[src/rtl/redux_cpa_pkg.sv]
// rtl/redux_cpa_pkg.sv - shared alu package: state encoding for the slice-serial carry-propagate adder
package redux_cpa_pkg;

  typedef enum logic [1:0] {
    IDLE,
    BUSY,
    DONE
  } cpa_state_e;

endpackage

[src/rtl/redux_cpa_slice.sv]
// rtl/redux_cpa_slice.sv - combinational D-bit adder slice with carry in and carry out
module redux_cpa_slice #(
  parameter int D = 4
) (
  input  logic [D-1:0] a,
  input  logic [D-1:0] b,
  input  logic         cin,
  output logic [D-1:0] sum,
  output logic         cout
);

  assign {cout, sum} = {1'b0, a} + {1'b0, b} + {{D{1'b0}}, cin};

endmodule

[src/rtl/redux_cpa.sv]
// rtl/redux_cpa.sv - resolves a carry-save pair into a binary sum, D bits per cycle, LSB slice first
module redux_cpa
  import redux_cpa_pkg::*;
#(
  parameter int W = 8,
  parameter int D = 4
) (
  input  logic         clk,
  input  logic         reset,
  input  logic [W-1:0] x [2],
  input  logic         in_valid,
  output logic         in_ready,
  output logic [W-1:0] q,
  output logic         c,
  output logic         out_valid,
  input  logic         out_ready
);

  localparam int N  = W / D;
  localparam int KW = (N > 1) ? $clog2(N) : 1;

  if ((D < 1) || (D > W) || ((W % D) != 0)) begin : g_param_check
    $error("redux_cpa: W must be a multiple of D with 1 <= D <= W");
  end

  cpa_state_e    state_q, state_d;
  logic [KW-1:0] k_q, k_d;
  logic          carry_q, carry_d;
  logic [W-1:0]  a_q, a_d;
  logic [W-1:0]  b_q, b_d;
  logic [W-1:0]  q_q, q_d;
  logic          c_q, c_d;

  logic [D-1:0]  op_a, op_b, slice_sum;
  logic          slice_cout;
  logic          accept;

  assign in_ready  = (state_q == IDLE) | ((state_q == DONE) & out_ready);
  assign accept    = in_valid & in_ready;
  assign out_valid = (state_q == DONE);
  assign q         = q_q;
  assign c         = c_q;

  // Operand slice k feeds the single shared adder slice.
  always_comb begin
    op_a = '0;
    op_b = '0;
    for (int i = 0; i < N; i++) begin
      if (k_q == KW'(i)) begin
        op_a = a_q[i*D +: D];
        op_b = b_q[i*D +: D];
      end
    end
  end

  redux_cpa_slice #(
    .D(D)
  ) u_slice (
    .a   (op_a),
    .b   (op_b),
    .cin (carry_q),
    .sum (slice_sum),
    .cout(slice_cout)
  );

  always_comb begin
    state_d = state_q;
    k_d     = k_q;
    carry_d = carry_q;
    a_d     = a_q;
    b_d     = b_q;
    q_d     = q_q;
    c_d     = c_q;
    case (state_q)
      BUSY: begin
        for (int i = 0; i < N; i++) begin
          if (k_q == KW'(i)) q_d[i*D +: D] = slice_sum;
        end
        carry_d = slice_cout;
        if (k_q == KW'(N - 1)) begin
          state_d = DONE;
          c_d     = slice_cout;
        end else begin
          k_d = k_q + 1'b1;
        end
      end
      DONE: begin
        if (out_ready) state_d = IDLE;
      end
      default: state_d = IDLE;
    endcase
    // Accepting in DONE overrides the return to IDLE, giving back-to-back operation.
    if (accept) begin
      state_d = BUSY;
      a_d     = x[0];
      b_d     = x[1];
      k_d     = '0;
      carry_d = 1'b0;
    end
  end

  always_ff @(posedge clk) begin
    if (reset) begin
      state_q <= IDLE;
      k_q     <= '0;
      carry_q <= 1'b0;
      a_q     <= '0;
      b_q     <= '0;
      q_q     <= '0;
      c_q     <= 1'b0;
    end else begin
      state_q <= state_d;
      k_q     <= k_d;
      carry_q <= carry_d;
      a_q     <= a_d;
      b_q     <= b_d;
      q_q     <= q_d;
      c_q     <= c_d;
    end
  end

endmodule

[config.mk]
export PLATFORM = sky130hd
export DESIGN_NAME = redux_cpa
export DESIGN_NICKNAME = d
export VERILOG_FILES = /design/src/rtl/redux_cpa_pkg.sv /design/src/rtl/redux_cpa_slice.sv /design/src/rtl/redux_cpa.sv
export SDC_FILE = /design/constraint.sdc
export NUM_CORES = 1
export LEC_CHECK = 0
export CORE_MARGIN = 8
export CORE_UTILIZATION = 30
export DETAILED_ROUTE_END_ITERATION = 10
export PLACE_DENSITY = 0.6
export SLEW_MARGIN = 10
export SYNTH_ARGS = -nofsm -noshare
export SYNTH_HDL_FRONTEND = slang
export SYNTH_SLANG_ARGS = --single-unit
[constraint.sdc]
create_clock -name clk -period 4.7 [get_ports clk]
set_clock_uncertainty 0.2 [all_clocks]
set_input_delay 0.94 -clock clk [delete_from_list [all_inputs] [get_ports clk]]
set_output_delay 0.94 -clock clk [all_outputs]
set_load 0.02 [all_outputs]
==> flow_metrics.env <==
export IMPL_drtIter0Drc=84
export IMPL_holdWs_ns=0.255
export IMPL_initial_core_util=0.310
export IMPL_slew_limit_headroom=0.211
export IMPL_holdCritPathClass="reg -> reg"
export IMPL_highest_layer="met4"
export IMPL_hold_violations=0
export IMPL_cts_buffers=5
export IMPL_outcome="finished, final reports clean"
export IMPL_clk_latency_ns=0.27
export IMPL_die_w_microns=83.1
export IMPL_viasPerCell=4.62
export IMPL_nets=189
export IMPL_antenna_found_initial=0
export IMPL_setup_viol=0
export IMPL_p_sw_frac=0.253
export IMPL_first_global_vias=1053
export IMPL_required_ns=3.56
export IMPL_rsz0062_at_grt="no"
export IMPL_max_slew_worst_pin_slew_ns=1.18
export IMPL_crit_type="in -> out"
export IMPL_overflow=0
export IMPL_dieArea_sq_um=6900
export IMPL_seq_area_frac_synth=0.430
export IMPL_irDropWorstVdd_mv=0.140
export IMPL_syn_inst=135
export IMPL_grt_pass1_wl_microns=4850
export IMPL_power_frac_seq=0.483
export IMPL_place_gp_congestion=0.725
export IMPL_path_clk_slew_ns=0.06
export IMPL_die_h_microns=83.1
export IMPL_io_buffers=30
export IMPL_ys_flop_type="dfxtp_1"
export IMPL_synth_seq_cells=29
export IMPL_io_pin_count=31
export IMPL_tns_ns=0
export IMPL_synth_edf_count=0
export IMPL_final_common_cell="clkdlybuf4s50_1"
export IMPL_syn_nets=160
export IMPL_cts_root_buf="clkbuf_8"
export IMPL_avgRoutedWirePerCell_microns=13.3
export IMPL_layoutNonFillerInstCount=217
export IMPL_power_internal_uw=420
export IMPL_num_rows=24
export IMPL_area_delta_synth_final_pct=28.5
export IMPL_synth_top_area_cell="dfxtp_1"
export IMPL_core_sq_um=4350
export IMPL_ys_warn_count=0
export IMPL_dp_hpwl_microns=2120
export IMPL_hold_buffers=0
export IMPL_switchingPower_uw=142
export IMPL_synth_area_per_cell_sq_um=10.0
export IMPL_post_route_util=0.398
export IMPL_antenna_cells=0
export IMPL_ant_nets=0
export IMPL_cts_tree="yes"
export IMPL_drt_pass1_iter_count=4
export IMPL_ctsResizeCount=0
export IMPL_maxCapViolCount=0
export IMPL_wl_met3_microns=133
export IMPL_cp_start_kind="primary input"
export IMPL_worst_hold_path_num_cells=2
export IMPL_final_cell_mix="30 x clkdlybuf4s50_1, 29 x dfxtp_1, 27 x nor2_1, 20 x mux2i_1"
export IMPL_final_max_slew_viol_count=0
export IMPL_fmax_ghz=0.300
export IMPL_yosys_top_cells_area="dfxtp_1 43%, mux2i_1 15%, nor2_1 7.5%, mux2_2 5.0%, fa_1 3.0%"
export IMPL_p_clk_frac=0.336
export IMPL_p_comb_frac=0.181
export IMPL_finalWirelength_microns=2890
export IMPL_critPathCaptureType="output pin"
export IMPL_h_tree_depth=2
export IMPL_r2r_worst_path_cells=8
export IMPL_pwr_density_cell_nw_per_um2=324
export IMPL_wl_met2_microns=1420
export IMPL_ys_types=32
export IMPL_clockBufferDepth=2
export IMPL_drc=0
export IMPL_fin_crit_ns=3.33
export IMPL_place_inst=209
export IMPL_synthArstFlopShare=0
export IMPL_synth_top_area_frac=0.430
export IMPL_clock_sinks=29
export IMPL_cp_arrival_ns=2.19
export IMPL_grt_max_degree=32
export IMPL_leakagePower_uw=0.000700
export IMPL_synth_area_sq_um=1350
export IMPL_worstPathMaxFanout=3
export IMPL_cts_setup_buffers=0
export IMPL_timing_final_crit_share=0.709
export IMPL_drt_met1_wl_microns=1300
export IMPL_final_layout_size_suffix_gt1_frac=0.103
export IMPL_vias=1003
export IMPL_grtUsageTotal=0.0865
-- path summary, 6_finish.rpt --
path / from / endpoint / slack, ns
worst max-delay path: out_ready / in_ready / 1.37
worst min-delay path: q[4] / q[4] / 0.26
worst max register to register: k_q / carry_q / 1.94
worst min register to register: q[4] / q[4] / 0.26
-- flip-flops by register name, summed over array words and instances, names as in the netlist --
signal / count
a_q: 8
q: 8
b_q: 8
state_q: 2
carry_q: 1
k_q: 1
c: 1
-- final cells by class --
class,count,area (sq um)
fill,404,2620
multi-input combinational,93,689
sequential,29,581
timing repair buffer,30,300
clock buffer,8,80.1
tap,52,65.1
inverter,5,18.8
-- logic make-up after synthesis --
group | synth area share
AND/OR/NAND/NOR | 0.182
multiplexers | 0.198
buffers and inverters | 0.0639
flip-flops | 0.430
adder cells (fa/ha/maj) | 0.0575
XOR/XNOR | 0.00649
AO/OA/AOI/OAI | 0.0621
-- per-stage QoR --
stage | setup slack, ns | area [sq um] | total power, uW
2_1_floorplan | 2.31 | 1350 | 345
3_3_place_gp | 1.37 | 1650 | 376
3_5_place_dp | 1.36 | 1650 | 379
4_1_cts | 1.36 | 1730 | 571
5_1_grt | 1.31 | 1730 | 594
6_report | 1.37 | 1730 | 562
-- synth_stat cells, types with 2 or more instances --
cell / instances
ha_1: 3
buf_2: 2
nand3_1: 6
a21oi_1: 5
mux2i_1: 20
nand2_1: 6
fa_1: 2
nor2_1: 27
dfxtp_1: 29
buf_6: 2
a211oi_1: 2
mux2_2: 6
inv_1: 5
and2_1: 2
-- metal layers --
metal / GRT usage / up-vias
met5: 0 / -
met4: 0.0431 / 0
met3: 0.0361 / 4
met2: 0.150 / 22
met1: 0.0868 / 466
li1: - / 511
-- power groups by stage --
stage,Clock (uW),Sequential (uW),Combinational [uW]
4_1_cts,197,272,103
3_5_place_dp,0,277,102
3_3_place_gp,0,276,99.3
2_1_floorplan,0,277,68.3
6_report,189,272,102
5_1_grt,208,274,112
-- critical path, cell delays in order --
cell and delay, ns:
clkdlybuf4s50_1 0.51, nor2b_4 0.06, nor2_1 0.08, clkdlybuf4s50_1 0.60
Power figures use the tool's default switching activity.
